**src/rtl/uart_wb_arb_pkg.sv**
```systemverilog
// Shared definitions for the two-master UART Wishbone arbiter: state encoding,
// default watchdog limit and the round-robin pick used when leaving IDLE.
package uart_wb_arb_pkg;

    typedef enum logic [1:0] {
        IDLE = 2'd0,
        GNT0 = 2'd1,
        GNT1 = 2'd2
    } arb_state_e;

    localparam int unsigned TIMEOUT_DEFAULT = 16;

    // One-hot {m1, m0} grant for the requesters; a tie goes to the master not served last.
    function automatic logic [1:0] rr_pick(input logic req0, input logic req1, input logic last);
        logic [1:0] pick;
        if (req0 && req1) begin
            pick = last ? 2'b01 : 2'b10;
        end else begin
            pick = {req1, req0};
        end
        return pick;
    endfunction

endpackage

```
**src/rtl/uart_wb_arb_wdog.sv**
```systemverilog
// Stall watchdog: counts cycles a granted strobe waits for ack and raises a
// one-cycle expire pulse when the count reaches TIMEOUT-1.
module uart_wb_arb_wdog
    import uart_wb_arb_pkg::*;
#(
    parameter int unsigned TIMEOUT = TIMEOUT_DEFAULT
)(
    input  logic clk,
    input  logic wb_rst_i,
    input  logic run_i,
    output logic expire_o
);

    localparam logic [7:0] LIMIT = 8'(TIMEOUT - 32'd1);

    logic [7:0] cnt_d;
    logic [7:0] cnt_q;

    // Next count: advance while stalled, restart on ack, release or expiry.
    always_comb begin
        expire_o = run_i && (cnt_q == LIMIT);
        if (run_i && !expire_o) begin
            cnt_d = cnt_q + 8'd1;
        end else begin
            cnt_d = 8'd0;
        end
    end

    // Stall counter register.
    always_ff @(posedge clk or posedge wb_rst_i) begin
        if (wb_rst_i) begin
            cnt_q <= 8'd0;
        end else begin
            cnt_q <= cnt_d;
        end
    end

endmodule

```
**src/rtl/uart_wb_arb.sv**
```systemverilog
// Round-robin, cycle-locked arbiter letting two Wishbone masters share the UART
// register slave. Define UART_WB_ARB_TIMEOUT_EN to build the stall watchdog
// (the TIMEOUT parameter exists only in that build).
module uart_wb_arb
    import uart_wb_arb_pkg::*;
#(
    parameter int AW = 5,
    parameter int DW = 32
`ifdef UART_WB_ARB_TIMEOUT_EN
    ,
    parameter int unsigned TIMEOUT = TIMEOUT_DEFAULT
`endif
)(
    input  logic            clk,
    input  logic            wb_rst_i,
    input  logic            m0_cyc_i,
    input  logic            m0_stb_i,
    input  logic            m0_we_i,
    input  logic [AW-1:0]   m0_adr_i,
    input  logic [DW-1:0]   m0_dat_i,
    input  logic [DW/8-1:0] m0_sel_i,
    output logic            m0_ack_o,
    output logic            m0_err_o,
    input  logic            m1_cyc_i,
    input  logic            m1_stb_i,
    input  logic            m1_we_i,
    input  logic [AW-1:0]   m1_adr_i,
    input  logic [DW-1:0]   m1_dat_i,
    input  logic [DW/8-1:0] m1_sel_i,
    output logic            m1_ack_o,
    output logic            m1_err_o,
    output logic [DW-1:0]   m_dat_o,
    output logic            s_cyc_o,
    output logic            s_stb_o,
    output logic            s_we_o,
    output logic [AW-1:0]   s_adr_o,
    output logic [DW-1:0]   s_dat_o,
    output logic [DW/8-1:0] s_sel_o,
    input  logic [DW-1:0]   s_dat_i,
    input  logic            s_ack_i,
    output logic [1:0]      gnt_o
);

    arb_state_e state_d;
    arb_state_e state_q;
    logic       last_d;
    logic       last_q;
    logic [1:0] gnt_d;
    logic [1:0] gnt_q;
    logic       own_cyc_s;
    logic       expire_s;

`ifdef UART_WB_ARB_TIMEOUT_EN
    logic       run_s;
    logic [1:0] err_d;
    logic [1:0] err_q;

    assign run_s = own_cyc_s & s_stb_o & ~s_ack_i;

    uart_wb_arb_wdog #(
        .TIMEOUT (TIMEOUT)
    ) u_wdog (
        .clk      (clk),
        .wb_rst_i (wb_rst_i),
        .run_i    (run_s),
        .expire_o (expire_s)
    );

    assign m0_err_o = err_q[0];
    assign m1_err_o = err_q[1];
`else
    assign expire_s = 1'b0;
    assign m0_err_o = 1'b0;
    assign m1_err_o = 1'b0;
`endif

    // Slave bus steering: follows the registered grant, so reset clears it at once.
    always_comb begin
        s_cyc_o   = 1'b0;
        s_stb_o   = 1'b0;
        s_we_o    = 1'b0;
        s_adr_o   = {AW{1'b0}};
        s_dat_o   = {DW{1'b0}};
        s_sel_o   = {(DW/8){1'b0}};
        own_cyc_s = 1'b0;
        if (gnt_q[0]) begin
            s_cyc_o   = m0_cyc_i;
            s_stb_o   = m0_stb_i;
            s_we_o    = m0_we_i;
            s_adr_o   = m0_adr_i;
            s_dat_o   = m0_dat_i;
            s_sel_o   = m0_sel_i;
            own_cyc_s = m0_cyc_i;
        end else if (gnt_q[1]) begin
            s_cyc_o   = m1_cyc_i;
            s_stb_o   = m1_stb_i;
            s_we_o    = m1_we_i;
            s_adr_o   = m1_adr_i;
            s_dat_o   = m1_dat_i;
            s_sel_o   = m1_sel_i;
            own_cyc_s = m1_cyc_i;
        end else begin
            own_cyc_s = 1'b0;
        end
    end

    assign m0_ack_o = s_ack_i & gnt_q[0];
    assign m1_ack_o = s_ack_i & gnt_q[1];
    assign m_dat_o  = s_dat_i;
    assign gnt_o    = gnt_q;

    // Arbitration next-state: grant from IDLE, hold for the whole cycle, release via IDLE.
    always_comb begin
        state_d = state_q;
        last_d  = last_q;
        gnt_d   = gnt_q;
`ifdef UART_WB_ARB_TIMEOUT_EN
        err_d   = 2'b00;
`endif
        case (state_q)
            IDLE: begin
                gnt_d = rr_pick(m0_cyc_i, m1_cyc_i, last_q);
                case (gnt_d)
                    2'b01:   state_d = GNT0;
                    2'b10:   state_d = GNT1;
                    default: state_d = IDLE;
                endcase
            end
            GNT0, GNT1: begin
                if (!own_cyc_s) begin
                    state_d = IDLE;
                    gnt_d   = 2'b00;
                    last_d  = (state_q == GNT1);
                end else if (expire_s) begin
                    // The slave never answered: give the bus back and flag the owner.
                    state_d = IDLE;
                    gnt_d   = 2'b00;
                    last_d  = (state_q == GNT1);
`ifdef UART_WB_ARB_TIMEOUT_EN
                    err_d   = gnt_q;
`endif
                end else begin
                    state_d = state_q;
                end
            end
            default: begin
                state_d = IDLE;
                gnt_d   = 2'b00;
            end
        endcase
    end

    // Arbiter state and registered grant/error outputs.
    always_ff @(posedge clk or posedge wb_rst_i) begin
        if (wb_rst_i) begin
            state_q <= IDLE;
            last_q  <= 1'b1;
            gnt_q   <= 2'b00;
`ifdef UART_WB_ARB_TIMEOUT_EN
            err_q   <= 2'b00;
`endif
        end else begin
            state_q <= state_d;
            last_q  <= last_d;
            gnt_q   <= gnt_d;
`ifdef UART_WB_ARB_TIMEOUT_EN
            err_q   <= err_d;
`endif
        end
    end

endmodule

```
**config.mk**
```make
export PLATFORM = sky130hd
export DESIGN_NAME = uart_wb_arb
export DESIGN_NICKNAME = d
export VERILOG_FILES = /design/src/rtl/uart_wb_arb_pkg.sv /design/src/rtl/uart_wb_arb_wdog.sv /design/src/rtl/uart_wb_arb.sv
export SDC_FILE = /design/constraint.sdc
export NUM_CORES = 1
export LEC_CHECK = 0
export BUFFER_PORTS_ARGS = -buffer_cell sky130_fd_sc_hd__buf_4
export CELL_PAD_IN_SITES_DETAIL_PLACEMENT = 0
export CELL_PAD_IN_SITES_GLOBAL_PLACEMENT = 1
export CORE_MARGIN = 4
export CORE_UTILIZATION = 15
export CTS_BUF_LIST = sky130_fd_sc_hd__clkbuf_4
export CTS_CLUSTER_DIAMETER = 60
export DETAILED_ROUTE_END_ITERATION = 7
export PLACE_DENSITY = 0.95
export SYNTH_ARGS = -nofsm -noshare
export SYNTH_HDL_FRONTEND = slang
export SYNTH_SLANG_ARGS = --single-unit
```
**constraint.sdc**
```tcl
create_clock -name clk -period 4.4 [get_ports clk]
set_input_delay 0.88 -clock clk [delete_from_list [all_inputs] [get_ports clk]]
set_output_delay 0.88 -clock clk [all_outputs]
set_load 0.005 [all_outputs]
```
==> metrics.txt <==
drt wl/cell=14.42 µm; CP Data Required Time=3.52 ns; RSZ-0062 raised after global routing=false; crit path max-delay cell type=nor2b_4; Via Count=1,245; register area share after synthesis=12.59%; TritonCTS clock tree=built; Critical Path Start Type=register; Routed WL=4267 µm; Synth top area share=36.66%; met2 Use GR=18.17%; HPWL after DPL=3492 µm; Final Hold Viols=0; Top delay family on crit path=simple AND/OR/NAND/NOR gates; vias per cell=4.206; Comb power frac=76.8%; # rows=29; layout cell share with drive strength beyond 1=67.58%; crit share post-route=70.95%; port buffer count=138; Power Internal=0.5284 mW; crit path kind=register to output pin; crit path cell chain=nor2b_4, a22o_1, buf_4; total leakage power=1.024 nW; largest net degree at the start of global routing=53; NetSw=0.3460 mW; Die ar.=8062 µm²; Resized Gates After CTS=0; cell area after synthesis=1003 µm²; # clock sinks=5; H-tree levels=1; total track usage=9.365%; Tightest Pin Transition=0.9257 ns; share of power burned in registers=16.8%; final slew viol count=0; TritonCTS Buffers=3; Post-route DRC=0; WP depth=3; WP buf/inv=1; io pins=205; Area Overhead vs Synth=86.41%; Mean Syn Cell Area=8.362 µm²; starting density of the core=15.62%; DRT iter0 DRCs=52; max incr delay on CP=0.87 ns; status=finished, final reports clean; nets=345; antenna cells=0; crit path max fanout=52; synthesis warning total=0; total core area=6422 µm²; Max IR drop VDD=0.2536 mV; drt pass-1 iters=4; relative slew slack=38.16%; Die Y-Extent=89.79 µm; CTS Hold Bufs=0; Worst setup EP type=output pin; post-placement cell area=1843 µm²; M3 GR Usage=4.174%; WP data arrival=2.24 ns; pwr dens=467.5 nW/µm²; largest area contributor in the netlist=a22o_1; Hold Path Depth=2; global-route wire length before repair=6451 µm; design area=1871 µm²; initial antenna violation count=0; Yosys reg bits=5; Total Power=0.8744 mW; worst hold path class=register to register; Clock transition at path regs=0.05 ns; Die W=89.79 µm; vias in the first global route=1,209; setup bufs post-CTS=0; clock tree buffer depth=2; Mapped Cells=120; GRT overflow=0; CTS Root Cell=clkbuf_4; skew final=0.003914 ns; leading post-synthesis cells by cell area=a22o_1 37%, buf_4 25%, dfrtp_1 10%; hold_ws=0.5134 ns; R2R Setup Slk=2.56 ns; Placer Congestion=0.8063; Tmin final=3.122 ns; count of different cell masters after synthesis=21; Post-Route Setup TNS=0 ns; # setup viols final=0; Clk pwr share=6.3%; Fill cells=698; grt met1 use=9.545%; gr busiest metal=met2; Achievable Freq=320.3 MHz; R2R cell count=3; antenna-violating nets left=0; Clock Latency Late Sink=0.25 ns; Sw Share=39.57%; Max-Cap Viols=0
==> placed cells by master, fill, tap and decap left out, drive strengths merged <==
master	instances
clkinv	1
o21ai	4
o211ai	2
or2	1
clkbuf	3
and4b	1
ha	2
a21o	2
inv	4
a2111oi	1
nand2	5
o21bai	1
buf	138
and2	2
and3	1
dfrtp	4
dfstp	1
mux2	1
nor2b	1
conb	2
a22o	42
==> worst register-to-register path: cells and delay by family, from the launching register on <==
family / cells / cell delay (ns)
flops: 1 / 0.95
simple gates: 2 / 0.60
compound gates: 1 / 0.19
==> flip-flops by register name (all words and copies together), names as in the netlist <==
register  count
last_q        1
state_q       2
gnt_o         2
==> synthesized netlist by cell type <==
cell / instances
a22o_1: 42
buf_4: 34
buf_2: 10
nand2_1: 5
dfrtp_1: 4
inv_1: 4
o21ai_0: 3
a21o_1: 2
and2_1: 2
ha_1: 2
o211ai_1: 2
a2111oi_4: 1
and3_1: 1
and4b_4: 1
conb_1: 1
dfstp_2: 1
mux2_2: 1
nor2b_1: 1
o21ai_1: 1
o21bai_1: 1
or2_1: 1
==> through the flow <==
step / utilization [%] / std cells / worst slack, ns
global placement: 28.70 / 292 / 1.565
global route: 29.13 / 296 / 1.060
floorplan: - / 121 / 2.411
CTS: 29.13 / 296 / 1.223
detailed placement: 28.70 / 292 / 1.495
finish: 29.13 / 296 / 1.278
==> logic make-up (layout without fill, tap and decap cells) <==
group	Yosys count	count (layout)	share of synthesized area (%)
AO/OA/AOI/OAI	52	52	45.14
adder cells (fa/ha/maj)	2	2	2.493
buffers and inverters	48	146	31.92
flip-flops	5	5	12.59
multiplexers	1	1	1.122
other	1	2	0.3737
AND/OR/NAND/NOR	11	11	6.360
==> power groups by stage <==
stage | Sequential (mW) | Clock, mW | Combinational (mW)
floorplan | 0.0856 | 0 | 0.385
global placement | 0.146 | 0 | 0.669
detailed placement | 0.148 | 0 | 0.682
CTS | 0.148 | 0.0572 | 0.685
global route | 0.157 | 0.0606 | 0.729
finish | 0.147 | 0.0553 | 0.672
==> worst paths after layout <==
path,from,to
max in group asynchronous,wb_rst_i,last_q
min in group asynchronous,wb_rst_i,gnt_o[1]
max,gnt_o[0],s_dat_o[26]
min,state_q[0],state_q[0]
max reg2reg,gnt_o[0],gnt_o[1]
min reg2reg,state_q[0],state_q[0]
==> metal layers <==
layer	vias up	part of all wire, %
met4	0	0.14
met2	68	53
li1	611	-
met1	562	37
met3	4	10
met5	-	0
==> cell type report <==
type,count,area [µm²],share of cell area (%)
Clock buffer,3,22.52,1.204
Clock inverter,1,5.005,0.2676
Sequential cell,5,127.6,6.823
Timing Repair Buffer,138,1036,55.38
Tap cell,77,96.34,5.151
Inverter,4,15.01,0.8027
Multi-Input combinational cell,68,568.0,30.37
Power figures use the tool's default switching activity.
